<file path="config.mk">
export PLATFORM = sky130hd
export DESIGN_NAME = mem_arbiter_flat
export DESIGN_NICKNAME = d
export VERILOG_FILES = /design/src/rtl/mem_arbiter_if.sv /design/src/rtl/mem_arbiter.sv /design/src/flat_wrapper.sv
export SDC_FILE = /design/constraint.sdc
export NUM_CORES = 1
export LEC_CHECK = 0
export CAP_MARGIN = 20
export CORE_ASPECT_RATIO = 1.75
export CORE_MARGIN = 2
export CORE_UTILIZATION = 34
export CTS_BUF_LIST = sky130_fd_sc_hd__clkbuf_8
export CTS_CLUSTER_DIAMETER = 150
export DETAILED_ROUTE_END_ITERATION = 8
export PLACE_DENSITY = 0.79
export SYNTH_ARGS = -nofsm -noshare
export SYNTH_HDL_FRONTEND = slang
export SYNTH_SLANG_ARGS = --single-unit
</file>
<file path="constraint.sdc">
create_clock -name clk -period 1.6 [get_ports clk]
set_input_delay 0.24 -clock clk [delete_from_list [all_inputs] [get_ports clk]]
set_output_delay 0.24 -clock clk [all_outputs]
set_load 0.01 [all_outputs]
</file>
<file path="src/rtl/mem_arbiter_if.sv">
// Bus bundle between the pipeline requesters, the arbiter and the memory.
// Valid/ready contract: requests are levels held until the matching done pulse; m_rd/m_wr are one-cycle commands.
interface mem_arbiter_if #(
    parameter int AW = 16,
    parameter int DW = 16
);
    logic          if_req;
    logic [AW-1:0] if_addr;
    logic          dm_rd;
    logic          dm_wr;
    logic [AW-1:0] dm_addr;
    logic [DW-1:0] dm_wdata;
    logic [DW-1:0] m_rdata;
    logic          m_rd;
    logic          m_wr;
    logic [AW-1:0] m_addr;
    logic [DW-1:0] m_wdata;
    logic          if_done;
    logic          dm_done;
    logic [DW-1:0] rdata;
    logic          if_stall;
    logic          dm_stall;
    logic          err;

    modport slave (
        input  if_req, if_addr, dm_rd, dm_wr, dm_addr, dm_wdata, m_rdata,
        output m_rd, m_wr, m_addr, m_wdata, if_done, dm_done, rdata,
               if_stall, dm_stall, err
    );

    modport master (
        output if_req, if_addr, dm_rd, dm_wr, dm_addr, dm_wdata, m_rdata,
        input  m_rd, m_wr, m_addr, m_wdata, if_done, dm_done, rdata,
               if_stall, dm_stall, err
    );
endinterface

</file>
<file path="src/rtl/mem_arbiter.sv">
// Fixed-priority (memory stage over fetch) arbiter for a single-ported,
// fixed-latency memory; one registered command per transaction.
module mem_arbiter #(
    parameter int LAT = 4,
    parameter int AW  = 16,
    parameter int DW  = 16
) (
    input  logic       clk,
    input  logic       rst,
    mem_arbiter_if.slave bus,
    output logic [2:0] dbg_state
);
    typedef enum logic [2:0] {
        IDLE    = 3'd0,
        BUSY_DM = 3'd1,
        BUSY_IF = 3'd2,
        ERR_DM  = 3'd3,
        ERR_IF  = 3'd4
    } state_t;

    localparam logic [4:0] DONE_CNT = 5'(LAT + 1);

    state_t     state;
    logic [4:0] cnt;
    logic       is_wr;
    logic       busy_done;

    always_ff @(posedge clk) begin
        if (rst) begin
            state       <= IDLE;
            cnt         <= '0;
            is_wr       <= 1'b0;
            bus.m_rd    <= 1'b0;
            bus.m_wr    <= 1'b0;
            bus.m_addr  <= '0;
            bus.m_wdata <= '0;
        end else begin
            bus.m_rd <= 1'b0;
            bus.m_wr <= 1'b0;
            case (state)
                IDLE: begin
                    if (bus.dm_rd || bus.dm_wr) begin
                        // Misaligned addresses never reach the memory.
                        if (bus.dm_addr[0]) begin
                            state <= ERR_DM;
                        end else begin
                            state       <= BUSY_DM;
                            cnt         <= 5'd1;
                            is_wr       <= bus.dm_wr;
                            bus.m_wr    <= bus.dm_wr;
                            bus.m_rd    <= ~bus.dm_wr;
                            bus.m_addr  <= bus.dm_addr;
                            bus.m_wdata <= bus.dm_wr ? bus.dm_wdata : '0;
                        end
                    end else if (bus.if_req) begin
                        if (bus.if_addr[0]) begin
                            state <= ERR_IF;
                        end else begin
                            state       <= BUSY_IF;
                            cnt         <= 5'd1;
                            is_wr       <= 1'b0;
                            bus.m_rd    <= 1'b1;
                            bus.m_addr  <= bus.if_addr;
                            bus.m_wdata <= '0;
                        end
                    end
                end
                BUSY_DM, BUSY_IF: begin
                    if (cnt == DONE_CNT) begin
                        state <= IDLE;
                        cnt   <= '0;
                    end else begin
                        cnt <= cnt + 5'd1;
                    end
                end
                ERR_DM, ERR_IF: state <= IDLE;
                default:        state <= IDLE;
            endcase
        end
    end

    assign busy_done    = ((state == BUSY_DM) || (state == BUSY_IF)) && (cnt == DONE_CNT);
    assign bus.if_done  = ((state == BUSY_IF) && (cnt == DONE_CNT)) || (state == ERR_IF);
    assign bus.dm_done  = ((state == BUSY_DM) && (cnt == DONE_CNT)) || (state == ERR_DM);
    assign bus.rdata    = (busy_done && !is_wr) ? bus.m_rdata : '0;
    assign bus.err      = (state == ERR_DM) || (state == ERR_IF);
    assign bus.if_stall = bus.if_req & ~bus.if_done;
    assign bus.dm_stall = (bus.dm_rd | bus.dm_wr) & ~bus.dm_done;
    assign dbg_state    = state;
endmodule

</file>
<file path="src/flat_wrapper.sv">
// flat-port wrapper written by rule: the top's interface ports become plain ports
module mem_arbiter_flat 
#(
    parameter int LAT = 4,
    parameter int AW  = 16,
    parameter int DW  = 16
)
  (clk, rst, dbg_state, bus_if_req, bus_if_addr, bus_dm_rd, bus_dm_wr, bus_dm_addr, bus_dm_wdata, bus_m_rdata, bus_m_rd, bus_m_wr, bus_m_addr, bus_m_wdata, bus_if_done, bus_dm_done, bus_rdata, bus_if_stall, bus_dm_stall, bus_err);
  mem_arbiter_if #(.AW(AW), .DW(DW)) bus_i ();
  input  logic clk;
  input  logic rst;
  output logic [2:0] dbg_state;
  input wire logic [$bits(bus_i.if_req)-1:0] bus_if_req;
  input wire logic [$bits(bus_i.if_addr)-1:0] bus_if_addr;
  input wire logic [$bits(bus_i.dm_rd)-1:0] bus_dm_rd;
  input wire logic [$bits(bus_i.dm_wr)-1:0] bus_dm_wr;
  input wire logic [$bits(bus_i.dm_addr)-1:0] bus_dm_addr;
  input wire logic [$bits(bus_i.dm_wdata)-1:0] bus_dm_wdata;
  input wire logic [$bits(bus_i.m_rdata)-1:0] bus_m_rdata;
  output wire logic [$bits(bus_i.m_rd)-1:0] bus_m_rd;
  output wire logic [$bits(bus_i.m_wr)-1:0] bus_m_wr;
  output wire logic [$bits(bus_i.m_addr)-1:0] bus_m_addr;
  output wire logic [$bits(bus_i.m_wdata)-1:0] bus_m_wdata;
  output wire logic [$bits(bus_i.if_done)-1:0] bus_if_done;
  output wire logic [$bits(bus_i.dm_done)-1:0] bus_dm_done;
  output wire logic [$bits(bus_i.rdata)-1:0] bus_rdata;
  output wire logic [$bits(bus_i.if_stall)-1:0] bus_if_stall;
  output wire logic [$bits(bus_i.dm_stall)-1:0] bus_dm_stall;
  output wire logic [$bits(bus_i.err)-1:0] bus_err;
  assign bus_i.if_req = bus_if_req;
  assign bus_i.if_addr = bus_if_addr;
  assign bus_i.dm_rd = bus_dm_rd;
  assign bus_i.dm_wr = bus_dm_wr;
  assign bus_i.dm_addr = bus_dm_addr;
  assign bus_i.dm_wdata = bus_dm_wdata;
  assign bus_i.m_rdata = bus_m_rdata;
  assign bus_m_rd = bus_i.m_rd;
  assign bus_m_wr = bus_i.m_wr;
  assign bus_m_addr = bus_i.m_addr;
  assign bus_m_wdata = bus_i.m_wdata;
  assign bus_if_done = bus_i.if_done;
  assign bus_dm_done = bus_i.dm_done;
  assign bus_rdata = bus_i.rdata;
  assign bus_if_stall = bus_i.if_stall;
  assign bus_dm_stall = bus_i.dm_stall;
  assign bus_err = bus_i.err;
  mem_arbiter #(.LAT(LAT), .AW(AW), .DW(DW)) u_core (.clk(clk), .rst(rst), .bus(bus_i), .dbg_state(dbg_state));
endmodule
</file>
==> metrics.csv, run 1 <==
stage,metric,value,unit
timing,transition time at the pin with the least slew margin,0.490,ns
floorplan,core box area,5590,um2
power,part of the total power dissipated in combinational logic,31.9,%
grt,pin count of the biggest net entering global routing,31,
synth,"flops & latches, synth",42,
final_layout,"Cell Count, Final, Fillers Out",458,
cts,root buf cell,sky130_fd_sc_hd__clkbuf_8,
critical_path,WP data arrival,1.71,ns
timing,final count of negative-setup-slack endpoints,22,
routing,number of nets with antenna violations after routing,0,
timing,final cycle utilization of the critical path,122,%
placed_design,routability-driven placement congestion ratio,0.814,
synth,sequential area share after synthesis,42.9,%
grt,initial antenna violation count,0,
floorplan,cell row count,36,
synth,xor-xnor portion of the synthesized cell area,0.447,%
power,total leakage power,1.53,nW
run_status,violated checks,negative setup slack,
critical_path,Crit path top cell by count,sky130_fd_sc_hd__buf_6,
cts,number of hold buffers added after CTS,0,
power,Peak VDD IR,0.000577,V
synth,Post-Synthesis Cell Area,1960,um2
timing,achievable frequency,0.512,GHz
grt,vias in the first global route,2223,
synth,most frequently used flop master after synthesis,sky130_fd_sc_hd__dfxtp_1,
floorplan,area of the die,6410,um2
power,clock group share of total power,28.1,%
timing,number of endpoints with negative hold slack in the final report,0,
placed_design,HPWL reported at the end of detailed placement,4900,um
routing,number of DRC markers after the initial detailed-route iteration,144,
synth,simple-gate portion of the synthesized area,29.1,%
synth,number of flops mapped to enable cells by yosys,0,
routing,number of vias after detailed routing,2285,
synth,dominant combinational cell family by area after synthesis,simple AND/OR/NAND/NOR gates,
timing,clock period minus worst slack,1.95,ns
placed_design,Port-buffer cells,125,
routing,final routed wirelength across all metal layers,7140,um
routing,average wire length per cell after detail routing,15.6,um
synth,fraction of synthesized area in multiplexers,1.60,%
timing,max-slew headroom at the worst pin,67.0,%
placed_design,post-detailed-placement cell area,3470,um2
synth,cell count after synthesis,234,
run_status,status,"finished, violations left",
worst_hold_path,HP Class,flip-flop to flip-flop,
power,internal power,0.00214,W
grt,"Remaining Overflow, GRT",0,
routing,vias per std cell,4.99,
power,Sw Share,28.0,%
critical_path,dominant delay contributor by cell family on the critical path,simple AND/OR/NAND/NOR gates,
cts,cts bufs inserted,5,
power,net switching component of the power,0.000832,W
grt,global-route wire length before repair,10800,um
cts,clock slew at the register clock pins of the worst setup and hold paths,0.09,ns
cts,CTS tree,yes,
cts,clk sink count,42,
power,total power divided by cell area,778,nW/um2
critical_path,largest incremental delay on the critical path,0.37,ns
floorplan,Boundary Pins,127,
critical_path,startpoint types,flip-flop,
routing,Detailed Routing Iterations Pass 1,4,
synth,cell accounting for the most synthesized area,sky130_fd_sc_hd__dfxtp_1,
cts,number of levels in the clock H-tree,2,
routing,number of remaining DRC errors,0,
synth,top-area cell type share of the netlist area,42.9,%
synth,Synth Area in Compound Gates,18.1,%
timing,slack of the critical path,-0.355,ns
flow_run,max-cap violation count,0,
synth,synthesized area divided by synthesized cell count,8.37,um2
timing,count of pins over their slew limit,0,
final_layout,fraction of layout cells with a size suffix above 1,26.7,%
synth,number of distinct library cell variants in the gate-level netlist after synthesis,39,
critical_path,Crit Path Class,flip-flop to output port,
synth,yosys warns,0,
final_layout,Nets,452,
critical_path,category of the worst setup path capture point,output port,
final_layout,"Non-Filler Cell Area, Final",3820,um2
power,sequential group share of total power,39.9,%
placed_design,Post-Place Cells,441,
critical_path,worst-path cell chain,ha_4 -> and4bb_1 -> nor3b_4 -> buf_6 -> and2_4 -> buf_6,
grt,overall fraction of global-route tracks in use,21.7,%
synth,"post-synthesis share of cell area spent on full adders, half adders and majority gates",1.28,%
critical_path,required arrival time at the worst endpoint,1.36,ns
critical_path,buffers and inverters on the worst path,2,
cts,clock insertion delay at the later pin of the skew report,0.29,ns
cts,buffer levels on the longest clock path,2,
final_layout,number of diodes,0,
synth,post-synthesis net count,305,
timing,setup clock skew after layout,0.00583,ns
critical_path,crit path max-delay cell type,sky130_fd_sc_hd__dfxtp_2,
timing,total negative slack,-6.38,ns
floorplan,horizontal die dimension,61.4,um
timing,unrepaired setup endpoints after global routing,yes,
placed_design,Setup Slack @ Placement,-0.442,ns
floorplan,starting density of the core,35.1,%
final_layout,P&R area growth vs syn,95.1,%
critical_path,highest fanout seen on the critical path,8,
synth,share of synthesized registers carrying an async set or reset,0,%
power,"Power, Total",0.00297,W
synth,synth top area cells,"sky130_fd_sc_hd__dfxtp_1 43%, sky130_fd_sc_hd__nor2_1 7.5%, sky130_fd_sc_hd__a311oi_1 6.7%",
floorplan,vertical extent of the die,104,um
final_layout,fill cell count,461,
## routing by layer
metal | up-vias | routed length (um) | global-route usage [%]
met5 | - | 0 | 0
met4 | 0 | 146 | 7.45
met3 | 13 | 323 | 1.49
met2 | 74 | 4120 | 39.2
met1 | 1093 | 2550 | 25.4
li1 | 1105 | - | -
## worst reg2reg max path, stage by stage (launching register included)
cell,delay [ns]
sky130_fd_sc_hd__dfxtp_2,0.34
sky130_fd_sc_hd__inv_2,0.04
sky130_fd_sc_hd__ha_4,0.14
sky130_fd_sc_hd__and4bb_1,0.21
sky130_fd_sc_hd__buf_6,0.13
sky130_fd_sc_hd__buf_6,0.11
sky130_fd_sc_hd__buf_6,0.12
sky130_fd_sc_hd__nor3_4,0.12
sky130_fd_sc_hd__buf_6,0.14
sky130_fd_sc_hd__a31oi_4,0.08
sky130_fd_sc_hd__a21oi_2,0.13
## synthesized netlist by cell type, types with 3 or more instances
| master | instances |
|---|---|
| sky130_fd_sc_hd__a21oi_1 | 4 |
| sky130_fd_sc_hd__a22oi_1 | 16 |
| sky130_fd_sc_hd__a311oi_1 | 15 |
| sky130_fd_sc_hd__a31oi_1 | 3 |
| sky130_fd_sc_hd__and2_1 | 16 |
| sky130_fd_sc_hd__buf_2 | 5 |
| sky130_fd_sc_hd__buf_4 | 4 |
| sky130_fd_sc_hd__clkbuf_1 | 8 |
| sky130_fd_sc_hd__dfxtp_1 | 42 |
| sky130_fd_sc_hd__inv_1 | 4 |
| sky130_fd_sc_hd__nand2_1 | 32 |
| sky130_fd_sc_hd__nand3_1 | 5 |
| sky130_fd_sc_hd__nand3b_1 | 3 |
| sky130_fd_sc_hd__nor2_1 | 39 |
| sky130_fd_sc_hd__nor2b_1 | 4 |
| sky130_fd_sc_hd__nor3_1 | 3 |
## through the flow
stage	hold slack [ns]	utilization (%)
4_1_cts	0.505	64.9
2_1_floorplan	0.319	-
3_5_place_dp	0.491	62.1
5_1_grt	0.511	68.4
6_report	0.498	68.4
3_3_place_gp	0.480	62.1
## flip-flops by register name, summed over array words and instances, names as in the netlist
signal / flops
u_core.bus.m_addr: 15
u_core.dbg_state: 3
u_core.bus.m_wr: 1
u_core.cnt: 5
u_core.bus.m_wdata: 16
u_core.bus.m_rd: 1
u_core.is_wr: 1
## what timing repair did
item | in CTS | in global routing
pin swaps | 6 | 28
setup endpoints to repair | 41 | 42
setup buffers | 6 | 3
gates resized for setup | 107 | 40
gates cloned | 1 | 1
## path summary, 6_finish.rpt
check                                                   startpoint                                 end  slack (ns)  depth (start not counted)
worst min-delay path            u_core.bus.m_addr[10]$_SDFFE_PP0P_  u_core.bus.m_addr[10]$_SDFFE_PP0P_        0.50                          2
worst max register to register          u_core.cnt[1]$_SDFFE_PP0P_          u_core.cnt[3]$_SDFFE_PP0P_       -0.01                         10
worst max-delay path                    u_core.cnt[0]$_SDFFE_PP0P_                       bus_rdata[15]       -0.35                          6
worst min register to register  u_core.bus.m_addr[10]$_SDFFE_PP0P_  u_core.bus.m_addr[10]$_SDFFE_PP0P_        0.50                          2
## cell families (layout without fill, tap and decap cells)
family,after synthesis,count (layout)
fa+ha+maj,2,2
other cells,1,1
xor+xnor,1,1
buf+inv,23,171
mux,3,3
flops,42,42
simple gates,116,116
compound gates,46,46
## power groups by stage
stage / clock network (W) / logic, W / registers [W]
6_report: 0.000837 / 0.000949 / 0.00119
5_1_grt: 0.000899 / 0.00102 / 0.00120
4_1_cts: 0.000854 / 0.000877 / 0.00119
3_5_place_dp: 0 / 0.000847 / 0.00120
3_3_place_gp: 0 / 0.000832 / 0.00120
2_1_floorplan: 0 / 0.000347 / 0.00124
## cell usage in the layout (no fill, tap or decap), types with 3 or more instances in the layout
master and count:
sky130_fd_sc_hd__clkdlybuf4s50_1 101, sky130_fd_sc_hd__nor2_1 38, sky130_fd_sc_hd__dfxtp_1 37, sky130_fd_sc_hd__nand2_1 32
sky130_fd_sc_hd__buf_6 24, sky130_fd_sc_hd__buf_4 22, sky130_fd_sc_hd__and2_4 16, sky130_fd_sc_hd__a22oi_1 16
sky130_fd_sc_hd__a311oi_1 15, sky130_fd_sc_hd__nand3_1 5, sky130_fd_sc_hd__clkbuf_8 5, sky130_fd_sc_hd__inv_1 4
sky130_fd_sc_hd__dfxtp_2 4, sky130_fd_sc_hd__nand3b_1 3, sky130_fd_sc_hd__buf_2 3, sky130_fd_sc_hd__buf_12 3
## cell type report
type | count | area, um2 | area share [%]
clock buffers | 5 | 68.8 | 1.80
well taps | 76 | 95.1 | 2.49
inverters | 4 | 15.0 | 0.393
flip-flops and latches | 42 | 850 | 22.2
repair buffers | 159 | 1610 | 42.0
multi-input cells | 169 | 1140 | 30.0
clock inverters | 3 | 41.3 | 1.08
(Power assumes the default switching activity.)
==> run 2: changes to the inputs <==
- CORE_UTILIZATION: 34 -> 59
- DONT_BUFFER_PORTS: unset -> 1
- PLACE_DENSITY: 0.79 -> 0.78
==> run 2 against run 1 <==
  * The run still ends with negative setup slack left
  * Hold slack got worse by 0.49 ns
  * Critical path depth unchanged
  * Wire length down 29%
  * Die area decreased by 40%
  * Largest cell class is now multi-input combinational cells
  * First-iteration DRC count fell by 67%
==> metrics.csv, run 2 (synthesis gave the netlist of run 1 again) <==
stage,metric,value,unit,change
final_layout,registers with the most flip-flops,"u_core.bus.m_wdata (16), u_core.bus.m_addr (15), u_core.cnt (5)",,
timing,number of endpoints with negative hold slack in the final report,0,,unchanged
final_layout,number of diodes,0,,unchanged
floorplan,horizontal die dimension,47.6,um,-23%
critical_path,worst-case reg-to-reg path depth,9,,-1
grt,"Remaining Overflow, GRT",0,,unchanged
critical_path,crit path max-delay cell type,sky130_fd_sc_hd__dfxtp_2,,
final_layout,fill cell count,240,,-48%
timing,count of pins over their slew limit,0,,unchanged
worst_hold_path,instance count along the most critical hold path,1,,-1
power,clock group share of total power,27.1,%,-1.0 points
worst_hold_path,hold endpoint,u_core.bus.m_addr[3]$_SDFFE_PP0P_,,
power,Peak VDD IR,0.000774,V,+34%
placed_design,Post-Place Cells,274,,-38%
critical_path,required arrival time at the worst endpoint,1.36,ns,about the same
timing,transition time at the pin with the least slew margin,0.648,ns,+0.157 ns
critical_path,r2r startpoint,u_core.cnt[1]$_SDFFE_PP0P_,,
floorplan,Boundary Pins,127,,unchanged
critical_path,worst-path cell chain,inv_1 -> ha_1 -> and4bb_2 -> nor3b_4 -> buf_12 -> and2_4,,
timing,slack of the critical path,-0.232,ns,+0.123 ns
cts,buffer levels on the longest clock path,2,,unchanged
power,"Power, Total",0.00242,W,-19%
cts,clock insertion delay at the later pin of the skew report,0.30,ns,about the same
grt,vias in the first global route,1655,,-26%
critical_path,WP data arrival,1.59,ns,-0.12 ns
floorplan,core box area,3180,um2,-43%
power,total leakage power,0.933,nW,-39%
placed_design,HPWL reported at the end of detailed placement,3540,um,-28%
timing,setup clock skew after layout,0.00823,ns,+0.00240 ns
timing,clock period minus worst slack,1.83,ns,-0.123 ns
timing,max-slew headroom at the worst pin,56.7,%,-10 points
placed_design,routability-driven placement congestion ratio,0.823,,+1.1%
timing,final count of negative-setup-slack endpoints,24,,+9.1%
final_layout,"most common cell after layout, fill and taps aside",sky130_fd_sc_hd__dfxtp_1,,
final_layout,"commonest cells after routing, fill and taps aside","38 x sky130_fd_sc_hd__dfxtp_1, 37 x sky130_fd_sc_hd__nor2_1, 32 x sky130_fd_sc_hd__nand2_1, 18 x sky130_fd_sc_hd__buf_4",,
final_layout,P&R area growth vs syn,23.0,%,
final_layout,area used by multi-input combinational logic,1130,um2,-1.5%
floorplan,cell row count,27,,-25%
timing,achievable frequency,0.546,GHz,+6.7%
cts,CTS tree,yes,,
power,internal power,0.00169,W,-21%
final_layout,FF/Latch Area,846,um2,-0.44%
cts,number of levels in the clock H-tree,2,,unchanged
cts,cts bufs inserted,5,,unchanged
routing,number of vias after detailed routing,1764,,-23%
cts,clock slew at the register clock pins of the worst setup and hold paths,0.07,ns,-0.02 ns
critical_path,Crit Path Class,flip-flop to output port,,
timing,unrepaired setup endpoints after global routing,yes,,
critical_path,category of the worst setup path capture point,output port,,
routing,final routed wirelength across all metal layers,5070,um,-29%
placed_design,Port-buffer cells,0,,-100%
final_layout,largest register by flop count,u_core.bus.m_wdata,,
routing,number of nets with antenna violations after routing,0,,unchanged
power,sequential group share of total power,50.7,%,+11 points
timing,final cycle utilization of the critical path,115,%,-7.7 points
routing,Detailed Routing Iterations Pass 1,5,,+1
cts,root buf cell,sky130_fd_sc_hd__clkbuf_8,,
flow_run,max-cap violation count,0,,unchanged
cts,clk sink count,42,,unchanged
grt,pin count of the biggest net entering global routing,40,,+29%
final_layout,"Cell Count, Final, Fillers Out",293,,-36%
power,part of the total power dissipated in combinational logic,22.2,%,-9.7 points
final_layout,fraction of layout cells with a size suffix above 1,27.2,%,+0.50 points
critical_path,startpoint types,flip-flop,,
floorplan,starting density of the core,61.7,%,+27 points
critical_path,critical register-to-register path endpoint,u_core.cnt[3]$_SDFFE_PP0P_,,
timing,worst hold slack,0.0125,ns,-0.486 ns
grt,overall fraction of global-route tracks in use,24.6,%,+2.9 points
power,net switching component of the power,0.000729,W,-12%
routing,average wire length per cell after detail routing,17.3,um,+11%
routing,vias per std cell,6.02,,+21%
critical_path,highest fanout seen on the critical path,16,,+8
floorplan,vertical extent of the die,80.2,um,-23%
final_layout,"flip-flop count of the largest register, all copies and words added",16,,unchanged
placed_design,post-detailed-placement cell area,2120,um2,-39%
routing,number of DRC markers after the initial detailed-route iteration,47,,-67%
floorplan,area of the die,3810,um2,-40%
final_layout,"Non-Filler Cell Area, Final",2410,um2,-37%
worst_hold_path,worst hold start,rst,,
run_status,violated checks,negative setup slack,,
run_status,status,"finished, violations left",,
power,Sw Share,30.1,%,+2.1 points
routing,number of remaining DRC errors,0,,unchanged
critical_path,slack of the worst reg-to-reg path,-0.06,ns,-0.05 ns
final_layout,Nets,320,,-29%
grt,global-route wire length before repair,6790,um,-37%
timing,total negative slack,-4.34,ns,+2.04 ns
power,total power divided by cell area,1010,nW/um2,+29%
worst_hold_path,HP Class,input port to flip-flop,,
grt,initial antenna violation count,0,,unchanged
critical_path,largest incremental delay on the critical path,0.32,ns,-0.05 ns
run 2: cell count changes in the layout (fill, tap and decap cells not counted), sizes merged:
cell	before	now
buf	54	22
bufinv	1	0
clkdlybuf4s50	101	0
clkinv	0	2
clkinvlp	1	0
dlygate4sd2	2	0
dlygate4sd3	0	4
dlymetal6s2s	1	0
run 2: final cells by class:
type / instances / area share (%)
Sequential cell: 42 / 35.1
Inverter: 4 / 0.623
Tap cell: 43 / 2.23
Timing Repair Buffer: 27 / 11.6
Clock inverter: 3 / 0.727
Clock buffer: 5 / 2.86
Multi-Input combinational cell: 169 / 46.8
run 2: per-stage QoR:
step / utilization (%) / worst slack, ns
after floorplan: - / -0.140
after detailed placement: 66.8 / -0.00298
after global placement: 66.8 / 0.0360
after global routing: 75.8 / -0.291
final: 75.8 / -0.232
after CTS: 72.0 / -0.247
run 2: what timing repair did:
action / 4_1_cts / 5_1_grt
hold buffers: 3 / 1
pin swaps: 2 / 11
gates resized for setup: 14 / 11
buffers inserted: 1 / 5
endpoints found under the setup margin: 25 / 43
gates cloned: 0 / 1
endpoints found under the hold margin: 2 / 18
run 2: worst max-delay path by stage:
| stage | start | cells after the start | endpoint |
|---|---|---|---|
| after floorplan | u_core.dbg_state[0]$_SDFFE_PP0P_ | 7 | bus_rdata[10] |
| after global placement | u_core.cnt[1]$_SDFFE_PP0P_ | 6 | bus_rdata[3] |
| after detailed placement | u_core.dbg_state[0]$_SDFFE_PP0P_ | 6 | u_core.bus.m_addr[14]$_SDFFE_PP0P_ |
| after CTS | u_core.cnt[1]$_SDFFE_PP0P_ | 6 | bus_rdata[8] |
| after global routing | u_core.dbg_state[0]$_SDFFE_PP0P_ | 5 | bus_rdata[12] |
| final | u_core.cnt[1]$_SDFFE_PP0P_ | 6 | bus_rdata[8] |
run 2: routing by layer:
metal	vias up	wire length [um]	track usage, %
met4	0	31	11.6
met2	73	2800	43.1
li1	838	-	-
met1	849	1880	25.2
met3	4	354	6.52
met5	-	0	0
run 2: power by group through the flow:
stage | Sequential, W | Combinational, W | Clock [W]
2_1_floorplan | 0.00124 | 0.000347 | 0
3_3_place_gp | 0.00125 | 0.000420 | 0
3_5_place_dp | 0.00125 | 0.000443 | 0
4_1_cts | 0.00123 | 0.000469 | 0.000674
5_1_grt | 0.00124 | 0.000589 | 0.000711
6_report | 0.00123 | 0.000538 | 0.000658
run 2: worst max-delay path: cells and delay by family (launching register included):
| family | cells | cell delay, ns |
|---|---|---|
| buf+inv | 2 | 0.21 |
| flops | 1 | 0.32 |
| simple gates | 3 | 0.64 |
| fa+ha+maj | 1 | 0.12 |
==> run 3: changes to the inputs <==
- GPL_TIMING_DRIVEN: unset -> 1
- PLACE_DENSITY: 0.78 -> 0.84
- SLEW_MARGIN: unset -> 20
==> run 3 against run 2 <==
  * The flow still finishes with violations (negative setup slack)
  * Flip-flop and latch count is the same
  * Final cell count grew 2.0%
  * Critical path depth is the same
  * Largest power group unchanged
  * Worst setup slack lost 0.052 ns
  * Critical endpoint is now bus_rdata[3]
==> metrics.csv, run 3 (synthesis gave the netlist of run 1 again) <==
stage,metric,value,unit,change
timing,achievable frequency,0.531,GHz,-2.8%
timing,final cycle utilization of the critical path,118,%,+3.3 points
floorplan,area of the die,3810,um2,unchanged
timing,slack of the critical path,-0.285,ns,-0.0524 ns
cts,clock insertion delay at the later pin of the skew report,0.30,ns,about the same
cts,root buf cell,sky130_fd_sc_hd__clkbuf_8,,
timing,unrepaired setup endpoints after global routing,yes,,
critical_path,r2r startpoint,u_core.cnt[1]$_SDFFE_PP0P_,,
timing,worst hold slack,0.0647,ns,+0.0522 ns
routing,Detailed Routing Iterations Pass 1,4,,-1
critical_path,critical register-to-register path endpoint,u_core.cnt[0]$_SDFFE_PP0P_,,
timing,clock period minus worst slack,1.88,ns,+0.0524 ns
power,internal power,0.00173,W,+2.1%
grt,global-route wire length before repair,7460,um,+9.9%
final_layout,Nets,326,,+1.9%
placed_design,routability-driven placement congestion ratio,0.839,,+1.9%
final_layout,fraction of layout cells with a size suffix above 1,30.1,%,+2.9 points
timing,max-slew headroom at the worst pin,44.1,%,-13 points
power,Peak VDD IR,0.000908,V,+17%
power,total power divided by cell area,1010,nW/um2,+0.59%
timing,setup clock skew after layout,0.00936,ns,+0.00113 ns
cts,buffer levels on the longest clock path,2,,unchanged
power,part of the total power dissipated in combinational logic,22.9,%,+0.7 points
grt,vias in the first global route,1655,,unchanged
timing,transition time at the pin with the least slew margin,0.835,ns,+0.188 ns
placed_design,post-detailed-placement cell area,2150,um2,+1.2%
final_layout,"commonest cells after routing, fill and taps aside","37 x sky130_fd_sc_hd__nor2_1, 37 x sky130_fd_sc_hd__dfxtp_1, 32 x sky130_fd_sc_hd__nand2_1, 17 x sky130_fd_sc_hd__buf_4",,
power,clock group share of total power,28.1,%,+1.0 points
critical_path,worst setup path endpoint,bus_rdata[3],,
critical_path,required arrival time at the worst endpoint,1.36,ns,about the same
critical_path,Crit Path Class,flip-flop to output port,,
power,sequential group share of total power,49.0,%,-1.7 points
timing,count of pins over their slew limit,0,,unchanged
floorplan,Boundary Pins,127,,unchanged
routing,number of remaining DRC errors,0,,unchanged
final_layout,Finished Core Util,78.3,%,+2.4 points
worst_hold_path,HP Class,input port to flip-flop,,
floorplan,cell row count,27,,unchanged
floorplan,core box area,3180,um2,unchanged
floorplan,horizontal die dimension,47.6,um,unchanged
routing,average wire length per cell after detail routing,19.0,um,+9.7%
final_layout,fill cell count,218,,-9.2%
placed_design,HPWL reported at the end of detailed placement,3540,um,about the same
placed_design,Port-buffer cells,0,,unchanged
floorplan,starting density of the core,61.7,%,unchanged
run_status,status,"finished, violations left",,
critical_path,WP data arrival,1.64,ns,+0.05 ns
power,Sw Share,31.3,%,+1.2 points
routing,vias per std cell,6.17,,+2.4%
run_status,violated checks,negative setup slack,,
routing,final routed wirelength across all metal layers,5670,um,+12%
timing,final count of negative-setup-slack endpoints,20,,-17%
critical_path,worst-case reg-to-reg path depth,9,,unchanged
final_layout,P&R area growth vs syn,27.0,%,
critical_path,category of the worst setup path capture point,output port,,
cts,CTS tree,yes,,
power,net switching component of the power,0.000787,W,+7.9%
power,total leakage power,0.961,nW,+2.9%
cts,cts bufs inserted,5,,unchanged
cts,number of levels in the clock H-tree,2,,unchanged
routing,number of vias after detailed routing,1844,,+4.5%
cts,clock slew at the register clock pins of the worst setup and hold paths,0.08,ns,about the same
grt,pin count of the biggest net entering global routing,31,,-23%
cts,clk sink count,42,,unchanged
grt,"Remaining Overflow, GRT",0,,unchanged
final_layout,"flip-flop count of the largest register, all copies and words added",16,,unchanged
critical_path,critical path startpoint,u_core.cnt[1]$_SDFFE_PP0P_,,
floorplan,vertical extent of the die,80.2,um,unchanged
final_layout,largest register by flop count,u_core.bus.m_wdata,,
routing,number of nets with antenna violations after routing,0,,unchanged
final_layout,"Non-Filler Cell Area, Final",2490,um2,+3.2%
timing,number of endpoints with negative hold slack in the final report,0,,unchanged
critical_path,highest fanout seen on the critical path,8,,-8
critical_path,slack of the worst reg-to-reg path,0.02,ns,+0.08 ns
grt,overall fraction of global-route tracks in use,27.5,%,+3.0 points
final_layout,registers with the most flip-flops,"u_core.bus.m_wdata (16), u_core.bus.m_addr (15), u_core.cnt (5)",,
flow_run,max-cap violation count,0,,unchanged
grt,initial antenna violation count,0,,unchanged
critical_path,startpoint types,flip-flop,,
final_layout,number of diodes,0,,unchanged
routing,number of DRC markers after the initial detailed-route iteration,45,,-4.3%
## run 3: area by class of cell
cell class | count | area (um2) | area share (%)
clock inverter | 3 | 25.0 | 1.01
multi-input combinational | 169 | 1130 | 45.5
timing repair buffer | 33 | 339 | 13.6
clock buffer | 5 | 68.8 | 2.77
sequential | 42 | 852 | 34.3
inverter | 4 | 15.0 | 0.604
tap | 43 | 53.8 | 2.16
## run 3: power by group through the flow
stage | Sequential [W] | Clock, W | Combinational, W
CTS | 0.00123 | 0.000718 | 0.000499
global route | 0.00125 | 0.000755 | 0.000624
detailed placement | 0.00125 | 0 | 0.000450
global placement | 0.00125 | 0 | 0.000438
floorplan | 0.00124 | 0 | 0.000347
finish | 0.00123 | 0.000707 | 0.000575
## run 3: how the worst min path moves through the flow
| stage | cells after the start | slack [ns] | startpoint | endpoint |
|---|---|---|---|---|
| after floorplan | 1 | 0.32 | bus_dm_wr | u_core.bus.m_rd$_SDFF_PP0_ |
| after global placement | 1 | 0.31 | rst | u_core.cnt[4]$_SDFFE_PP0P_ |
| after detailed placement | 1 | 0.32 | rst | u_core.cnt[2]$_SDFFE_PP0P_ |
| after CTS | 1 | 0.001 | rst | u_core.bus.m_addr[5]$_SDFFE_PP0P_ |
| after global routing | 2 | 0.05 | bus_if_addr[0] | u_core.dbg_state[2]$_SDFFE_PP0P_ |
| final | 2 | 0.06 | bus_if_addr[0] | u_core.dbg_state[2]$_SDFFE_PP0P_ |
## run 3: metrics by stage
stage / TNS, ns / setup WS, ns / std cells / power, W
after floorplan: -1.62 / -0.140 / 234 / 0.00158
after global placement: 0 / 0.0604 / 279 / 0.00168
after detailed placement: 0 / 0.00540 / 279 / 0.00170
after CTS: -4.59 / -0.252 / 294 / 0.00245
after global routing: -6.57 / -0.337 / 299 / 0.00263
final: -5.11 / -0.285 / 299 / 0.00252
## run 3: per-layer routing
layer | part of all wire, % | wire (um) | global-route usage (%) | up-vias
met1 | 36 | 2050 | 28.9 | 879
li1 | - | - | - | 855
met4 | 3.3 | 185 | 11.1 | 0
met5 | 0 | 0 | 0 | -
met2 | 54 | 3080 | 48.6 | 91
met3 | 6.3 | 357 | 7.42 | 19
## run 3: worst max-delay path, cell delays in order, from the launching register on
cell                       delay, ns
sky130_fd_sc_hd__dfxtp_2        0.33
sky130_fd_sc_hd__inv_2          0.06
sky130_fd_sc_hd__ha_4           0.12
sky130_fd_sc_hd__and4bb_2       0.27
sky130_fd_sc_hd__nor3b_4        0.24
sky130_fd_sc_hd__buf_6          0.16
sky130_fd_sc_hd__and2_4         0.16
## run 3: repair_timing
item	CTS	global route
gates resized for setup	24	11
cloned	0	1
pin swaps	15	8
hold buffers	5	2
endpoints found under the setup margin	33	51
hold endpoints to repair	19	6
setup buffers	2	2
